File: config.mk
export PLATFORM = sky130hd
export DESIGN_NAME = servo_pwm_driver
export DESIGN_NICKNAME = d
export VERILOG_FILES = /design/src/rtl/servo_pwm_driver.sv
export SDC_FILE = /design/constraint.sdc
export NUM_CORES = 2
export LEC_CHECK = 0
export BUFFER_PORTS_ARGS = -buffer_cell sky130_fd_sc_hd__buf_2
export CAP_MARGIN = 10
export CORE_MARGIN = 1.5
export CORE_UTILIZATION = 63
export DETAILED_ROUTE_END_ITERATION = 12
export GPL_ROUTABILITY_DRIVEN = 0
export GPL_TIMING_DRIVEN = 0
export PLACE_DENSITY = 0.8
export SLEW_MARGIN = 10
export SYNTH_ARGS = -nofsm -noshare
export SYNTH_HDL_FRONTEND = slang
export SYNTH_SLANG_ARGS = --single-unit
File: constraint.sdc
create_clock -name clk -period 36.8 [get_ports clk]
set_clock_uncertainty 0.15 [all_clocks]
set_input_delay 1.84 -clock clk [delete_from_list [all_inputs] [get_ports clk]]
set_output_delay 1.84 -clock clk [all_outputs]
set_load 0.01 [all_outputs]
File: src/rtl/servo_pwm_driver.sv
// servo_pwm_driver
// Takes 18 joint angle commands into a shadow bank, applies them together at a
// frame boundary, slew-limits each joint's pulse width once per frame, and
// drives 18 hobby-servo PWM outputs on a fixed frame period.
module servo_pwm_driver #(
   parameter int TICK_DIV      = 50,
   parameter int FRAME_US      = 20000,
   parameter int PULSE_MIN_US  = 500,
   parameter int PULSE_SPAN_US = 2000
) (
   input  logic        clk,
   input  logic        rst,
   input  logic        enable,
   input  logic        cmd_valid,
   output logic        cmd_ready,
   input  logic [4:0]  cmd_index,
   input  logic [15:0] cmd_angle,
   input  logic        cmd_commit,
   input  logic [11:0] slew_step,
   output logic [17:0] pwm_out,
   output logic        frame_start,
   output logic        cmd_err,
   output logic        busy
);

   localparam int NJ     = 18;
   localparam int TICK_W = $clog2(TICK_DIV);
   localparam int US_W   = $clog2(FRAME_US);

   localparam logic [11:0]       W_RST     = 12'(PULSE_MIN_US + PULSE_SPAN_US / 2);
   localparam logic [TICK_W-1:0] TICK_LAST = TICK_W'(TICK_DIV - 1);
   localparam logic [US_W-1:0]   US_LAST   = US_W'(FRAME_US - 1);
   localparam logic [4:0]        J_LAST    = 5'd17;

   typedef enum logic [1:0] {
      IDLE   = 2'd0,
      UPDATE = 2'd1,
      RUN    = 2'd2
   } state_t;

   // Angle to pulse width: coarse angle saturated at the span, offset by the
   // minimum width. The whole angle word enters the shift so no bits dangle.
   function automatic logic [11:0] map_width(input logic [15:0] angle);
      logic [15:0] coarse;
      coarse = angle >> 5;
      if (coarse > 16'(PULSE_SPAN_US))
         coarse = 16'(PULSE_SPAN_US);
      return 12'(16'(PULSE_MIN_US) + coarse);
   endfunction

   // Move c toward t by at most s; s == 0 means jump straight to t.
   // Differences are taken in 13-bit signed so nothing wraps.
   function automatic logic [11:0] slew_limit(input logic [11:0] c,
                                              input logic [11:0] t,
                                              input logic [11:0] s);
      logic signed [12:0] diff;
      logic signed [12:0] mag;
      logic signed [12:0] step_s;
      diff   = $signed({1'b0, t}) - $signed({1'b0, c});
      mag    = diff[12] ? -diff : diff;
      step_s = $signed({1'b0, s});
      if (s == 12'd0 || mag <= step_s)
         return t;
      else if (diff[12])
         return c - s;
      else
         return c + s;
   endfunction

   state_t            state;
   state_t            next_state;
   logic [TICK_W-1:0] tick_cnt;
   logic [US_W-1:0]   us_cnt;
   logic [4:0]        upd_idx;
   logic              commit_pending;
   logic [11:0]       shadow [NJ];
   logic [11:0]       target [NJ];
   logic [11:0]       cur    [NJ];

   logic              frame_end;
   logic              enter_upd;
   logic              wr_fire;
   logic              wr_ok;
   logic              do_copy;
   logic [11:0]       tgt_sel;

   assign cmd_ready = !rst && (state != UPDATE);
   assign busy      = (state == UPDATE);
   assign frame_end = (state == RUN) && (us_cnt == US_LAST) && (tick_cnt == TICK_LAST);
   assign enter_upd = (state != UPDATE) && (next_state == UPDATE);
   assign wr_fire   = cmd_valid && cmd_ready;
   assign wr_ok     = wr_fire && (cmd_index < 5'd18);
   // A commit arriving in the first UPDATE cycle is folded into this frame.
   assign do_copy   = (state == UPDATE) && enable && (upd_idx == 5'd0) &&
                      (commit_pending || cmd_commit);

   // Target for the joint being processed; joint 0 sees the bank being copied now.
   always_comb begin
      tgt_sel = target[upd_idx];
      if (do_copy)
         tgt_sel = shadow[upd_idx];
   end

   // FSM state register.
   always_ff @(posedge clk or posedge rst) begin
      if (rst)
         state <= IDLE;
      else
         state <= next_state;
   end

   // FSM next-state logic; dropping enable always returns to IDLE.
   always_comb begin
      next_state = state;
      case (state)
         IDLE: begin
            if (enable)
               next_state = UPDATE;
         end
         UPDATE: begin
            if (!enable)
               next_state = IDLE;
            else if (upd_idx == J_LAST)
               next_state = RUN;
         end
         RUN: begin
            if (!enable)
               next_state = IDLE;
            else if (frame_end)
               next_state = UPDATE;
         end
         default: next_state = IDLE;
      endcase
   end

   // Tick / microsecond counters and the UPDATE joint index; all restart at frame start.
   always_ff @(posedge clk or posedge rst) begin
      if (rst) begin
         tick_cnt <= '0;
         us_cnt   <= '0;
         upd_idx  <= '0;
      end else if (next_state == IDLE || enter_upd) begin
         tick_cnt <= '0;
         us_cnt   <= '0;
         upd_idx  <= '0;
      end else begin
         if (tick_cnt == TICK_LAST) begin
            tick_cnt <= '0;
            us_cnt   <= (us_cnt == US_LAST) ? '0 : us_cnt + 1'b1;
         end else begin
            tick_cnt <= tick_cnt + 1'b1;
         end
         if (state == UPDATE && upd_idx != J_LAST)
            upd_idx <= upd_idx + 1'b1;
      end
   end

   // Shadow bank writes, commit latch, and the bank-wide shadow-to-target copy.
   always_ff @(posedge clk or posedge rst) begin
      if (rst) begin
         commit_pending <= 1'b0;
         for (int j = 0; j < NJ; j++) begin
            shadow[j] <= W_RST;
            target[j] <= W_RST;
         end
      end else begin
         if (wr_ok)
            shadow[cmd_index] <= map_width(cmd_angle);
         if (do_copy) begin
            commit_pending <= 1'b0;
            for (int j = 0; j < NJ; j++)
               target[j] <= shadow[j];
         end else if (cmd_commit) begin
            commit_pending <= 1'b1;
         end
      end
   end

   // One joint per UPDATE cycle steps its output width toward the target.
   always_ff @(posedge clk or posedge rst) begin
      if (rst) begin
         for (int j = 0; j < NJ; j++)
            cur[j] <= W_RST;
      end else if (state == UPDATE && enable) begin
         cur[upd_idx] <= slew_limit(cur[upd_idx], tgt_sel, slew_step);
      end
   end

   // Registered outputs: pulse compare, frame-start strobe, bad-index strobe.
   // Compare is held off in IDLE so the first pulse after enable is not one cycle long.
   always_ff @(posedge clk or posedge rst) begin
      if (rst) begin
         pwm_out     <= '0;
         frame_start <= 1'b0;
         cmd_err     <= 1'b0;
      end else begin
         for (int j = 0; j < NJ; j++)
            pwm_out[j] <= enable && (state != IDLE) && (32'(us_cnt) < 32'(cur[j]));
         frame_start <= enter_upd;
         cmd_err     <= wr_fire && (cmd_index > 5'd17);
      end
   end

endmodule

Yosys cells after proc, flatten, opt, wreduce, memory -nomap -nowiden
Cells that the tools add are included.
Widths: inputs -> output; s select.
- memories kept: 0
- RAM bits: 0
- memory bits (read-only): 0
- output and inout port bits: 22
- latch bits: 0
- logic and storage cells: 187
- bits in registers: 697
- input bits: 38
- shifts and indexed selects: 0
- add/sub/neg operators: 8
- eq/ne operators: 8
- divide/modulo/power cells: 0
- reduce and logical (&&, ||, !) cells: 44
- mux-type cells: 37
- multiply operators: 0
- order comparisons: 26
- bitwise operators: 2
- operators with widths (kind ; number):
    $bwmux 216 ; 2
    $lt 15x12->1 ; 18
    $bmux 12 s5 ; 3
    $mux 12 ; 13
    $demux 12 s5 ; 2
    $mux 15 ; 3
    $logic_and 1x1->1 ; 32
    $add 15x1->15 const B ; 1
    $eq 15x15->1 const B ; 1
    $le 13x13->1 ; 1
    $mux 13 ; 1
    $neg 13->13 ; 1
    $sub 12x12->13 ; 1
    $add 12x12->12 ; 1
    $add 9x12->12 const A ; 1
    $ge 6x6->1 const B ; 2
    $logic_not 12->1 ; 1
    $lt 6x1->1 const B ; 2
    $mux 6 ; 2
    $not 5->6 ; 2
    $sub 12x12->12 ; 1
    $gt 11x11->1 const B ; 1
    $mux 11 ; 1
    $mux 2 ; 5
    18 further kinds ; 27

Longest topological paths before layout
- word-level depth: 13
- depth in mapped cells: 41
- mapped depth without buffers: 29

Worst setup path before layout
No wires, ideal clock.
- path type: input to register
- start: in rst
- end: reg shadow[100] in the netlist's numbering
- data arrival time: 18.593 ns
- data required time: 36.577 ns
- stages on the path: 7
- path buffers: 1
- library setup time: 0.073 ns
- slack: 17.984 ns
- cell sequence: inv_1 -> and3_1 -> nand2_1 -> nor4_1 -> clkbuf_1 -> nor2_1 -> a21oi_1
- word-level cells in the longest chain between the ends: 4
- ends and longest elaborated chain (item ; RTL line ; text):
    start, declared ; 12 ; input logic rst,
    $logic_not 1->1 (no source line) ; - ;
    $logic_and 1x1->1 ; 87 ; assign cmd_ready = !rst && (state != UPDATE);
    $logic_and 1x1->1 ; 91 ; assign wr_fire = cmd_valid && cmd_ready;
    $logic_and 1x1->1 ; 92 ; assign wr_ok = wr_fire && (cmd_index < 5'd18);
    end signal, assigned by index ; 168 ; shadow[cmd_index] <= map_width(cmd_angle);
    end, declared ; 76 ; logic [11:0] shadow [NJ];
No other way between the ends.
A chain may end at the register's enable or synchronous reset.

Worst setup path in the final report
- start: reg upd_idx[1]
- end: reg cur[59] in the netlist's numbering
- word-level cells in the longest chain between the ends: 13
- elaborated cells between the ends (all ways): 30
- classes of those cells: add/sub (4); order compare (3); mux (17); bitwise (1); reduce/logical (5)
- ends and longest elaborated chain (item ; RTL line ; text):
    start, declared ; 74 ; logic [4:0] upd_idx;
    start signal, assigned ; 154 ; upd_idx <= upd_idx + 1'b1;
    $not 5->6 (not written as such) ; 99, 101, 185 ;
    $bmux 12 s5, on equally long branches ; 99, 101 ;
    $mux 12, on equally long branches (2 in a row) ; 99, 101 ;
    $mux 12 ; 100 ; if (do_copy)
    $sub 12x12->13 ; 59 ; diff = $signed({1'b0, t}) - $signed({1'b0, c});
    $neg 13->13 ; 60 ; mag = diff[12] ? -diff : diff;
    $mux 13 ; 60 ;
    $le 13x13->1 ; 62 ; if (s == 12'd0 || mag <= step_s)
    $logic_or 1x1->1 ; 62 ;
    $mux 12 ; 62 ;
    $mux 12 ; 184 ; end else if (state == UPDATE && enable) begin
    $bwmux 216 (*) ; 185 ; cur[upd_idx] <= slew_limit(cur[upd_idx], tgt_sel, slew_step);
    end signal, assigned by index ; 185 ;
    end, declared ; 78 ; logic [11:0] cur [NJ];
Mark *: on every way between the ends. The rest lies on a longest branch, timed or not. The select of a mux whose other input is x is not followed.

==> impl_metrics.yaml <==
outcome:
  status: "completed"
hold_path:
  hold_path_class: "reg -> reg"
  hold_path_end: "target[162]"
  min_from: "shadow[162]"
  hold_depth: 2
critical_path:
  r2r-end: "cur[59]"
  slowest_stage: "clkbuf_1"
  worstPathArrival_ns: 14.77
  crit_fanout: 11
  reg2reg_slack_ns: 22.37
  startpoint: "upd_idx[1]"
  reg2reg_from: "upd_idx[1]"
  end_kind: "flop"
  cp.required_ns: 37.15
  max_stage_delay_ns: 0.87
  reg2reg_depth: 36
  criticalPathCategory: "reg -> reg"
  crit_top_cell: "clkbuf_1"
  crit_path_start_kind: "flop"
synth:
  async_flop_share: 1.00
  syn_nets: 4206
  synthTopCellsByArea: "dfstp_2 26%, dfrtp_1 21%, nand2_1 9.4%"
  yosys_register_bits: 697
  yosysUniqueCellTypes: 95
  ys.flop_type: "dfstp_2"
  yosysWarnings: 0
  synthesis.area_mm2: 0.0380
  syn_area_per_cell_um2: 9.69
  postSynthCellCount: 3925
  synth_top_area_share: 0.261
  yosysSeqAreaShare: 0.471
  synth_edf_count: 0
  synth_area_leader_cell: "dfstp_2"
power:
  ir_drop_v: 0.0000443
  powerDensity_mw_per_mm2: 58.6
  leakagePower_nw: 18.1
grt:
  antenna_found_initial: 2
  grt-ovfl-total: 0
  grt_pass1_vias: 30600
  grt_pass1_wl_um: 177000
  grt.total_usage: 0.375
  grt_max_degree: 127
timing:
  slew_headroom: 0.0946
  fin_ws_ns: 22.37
  slew_viol_final: 0
  period_share: 0.392
  final-setup-viol-count: 0
  final_hold_viol_count: 0
  worstMarginPinSlew_ns: 1.35
  max_freq_mhz: 69.3
  rsz0062_at_grt: "false"
  finalSetupTns_ns: 0
  period_minus_slack_ns: 14.43
die:
  die_width_um: 249
  die_y_um: 249
  start_util: 0.641
  core-area_mm2: 0.0594
  fp-row-count: 89
  io_pins: 60
  die_area_mm2: 0.0618
clock_tree:
  post_cts_resized: 0
  post_cts_buffers: 0
  cts_tree: "built"
  clock-sinks: 697
  clk_pin_slew_ns: 0.06
  clock_latency_ns: 0.66
  hold_buffers: 0
  cts-buffers-inserted: 74
  htree_levels: 3
  clockBufferDepth: 3
  root_buffer: "clkbuf_16"
routing:
  wirelength_um: 114000
  wire_per_inst_um: 23.3
  via_per_inst: 6.25
  drt-pass1-iter-count: 8
  drcViolationCount: 0
  postRouteAntennaNets: 0
  dr_total_vias: 30600
  drtIter0Drc: 3311
place:
  post-place-ws_ns: 22.98
  io_buffer_count: 52
  dp_hpwl_um: 80900
job:
  drv_cap: 0
final_layout:
  nets: 4344
  layout-drive-gt1-share: 0.214
  area_growth_pct: 10.6
==> worst max-delay path by stage <==
stage,endpoint,slack (ns),depth (start not counted)
final,cur[59],22.37,36
after global routing,cur[47],22.18,38
after CTS,cur[59],22.93,36
after detailed placement,cur[59],22.98,36
after global placement,tick_cnt[3],8.42,2
after floorplan,cmd_err,15.88,1
==> sequential cells by signal (all words and copies together) (netlist names), 2 cells and up <==
signal    count
pwm_out      18
us_cnt       15
cur         216
state         2
target      216
upd_idx       5
tick_cnt      6
shadow      216
==> cell usage in the layout, fill, tap and decap left out, drive strengths merged, types with 6 or more instances in the layout <==
master    n
nand2   955
dfstp   378
nor2    325
dfrtp   319
o21ai   286
a21oi   277
clkbuf  275
inv     244
ha      241
a21o    124
mux4    114
buf     108
mux2i    56
nor3     36
xnor2    36
nand2b   32
nor2b    31
nand3    25
mux2     23
clkinv   21
xor2     18
and3     14
a211oi   14
nand4    12
o221ai   10
a22oi     9
a221oi    9
o21a      8
o22ai     8
or2       7
o211ai    7
o221a     7
and2      7
nor4      7
bufinv    6
or3       6
==> through the flow <==
| step | total power [W] | hold WS (ns) | instance area [µm²] | std cells | util |
|---|---|---|---|---|---|
| floorplan | 0.00146 | 0.282 | 38000 | 3925 | - |
| global placement | 0.00165 | 0.288 | 39300 | 4750 | 0.661 |
| detailed placement | 0.00167 | 0.292 | 39500 | 4759 | 0.665 |
| CTS | 0.00245 | 0.294 | 42000 | 4897 | 0.708 |
| global route | 0.00256 | 0.317 | 42000 | 4898 | 0.708 |
| finish | 0.00246 | 0.292 | 42000 | 4900 | 0.708 |
==> where the power goes <==
group,switching [W],internal [W],total (W)
logic,0.000469,0.000275,0.000744
registers,0.0000538,0.000883,0.000936
clock network,0.000329,0.000453,0.000782
==> logic make-up after synthesis <==
family | after synthesis | synth area share
adders and majority gates | 244 | 0.0806
and+or+nand+nor | 1481 | 0.160
buffers and inverters | 454 | 0.0483
DFF | 697 | 0.471
muxes | 193 | 0.0923
AOI/OAI and AO/OA | 802 | 0.135
xor gates and xnor gates | 54 | 0.0124
==> layout make-up <==
type                       count  area, µm²
multi-input combinational   2774      18300
sequential                   697      17900
fill                        4306      17300
clock buffer                 109       2150
tap                          773        967
buffer                       212        928
inverter                     242        916
timing repair buffer          62        467
clock inverter                29        393
antenna                        2       5.00
==> synthesized netlist by cell type, types with 25 or more instances <==
cell type,instances
nand2_1,954
dfstp_2,378
nor2_1,324
dfrtp_1,319
o21ai_0,281
ha_1,241
inv_1,240
a21oi_1,177
clkbuf_1,164
a21o_1,124
mux4_2,114
a21oi_2,100
mux2i_1,46
xnor2_1,36
nor3_1,34
nand2b_1,31
nor2b_1,31
nand3_1,25
==> worst max-delay path: cells and delay by family, from the launching register on <==
family / cells / cell delay [ns]
buffers and inverters: 15 / 6.79
adders and majority gates: 3 / 0.88
and+or+nand+nor: 4 / 1.66
DFF: 1 / 0.48
muxes: 2 / 0.50
AOI/OAI and AO/OA: 12 / 3.77
==> metal layers <==
metal	global-route usage	routed length, µm	vias up
met5	0	11	-
met4	0.249	8340	2
met3	0.0957	11200	466
met2	0.582	51900	1606
met1	0.466	42800	15000
li1	-	-	13600
Note: power is estimated with default switching activity, not from simulation.
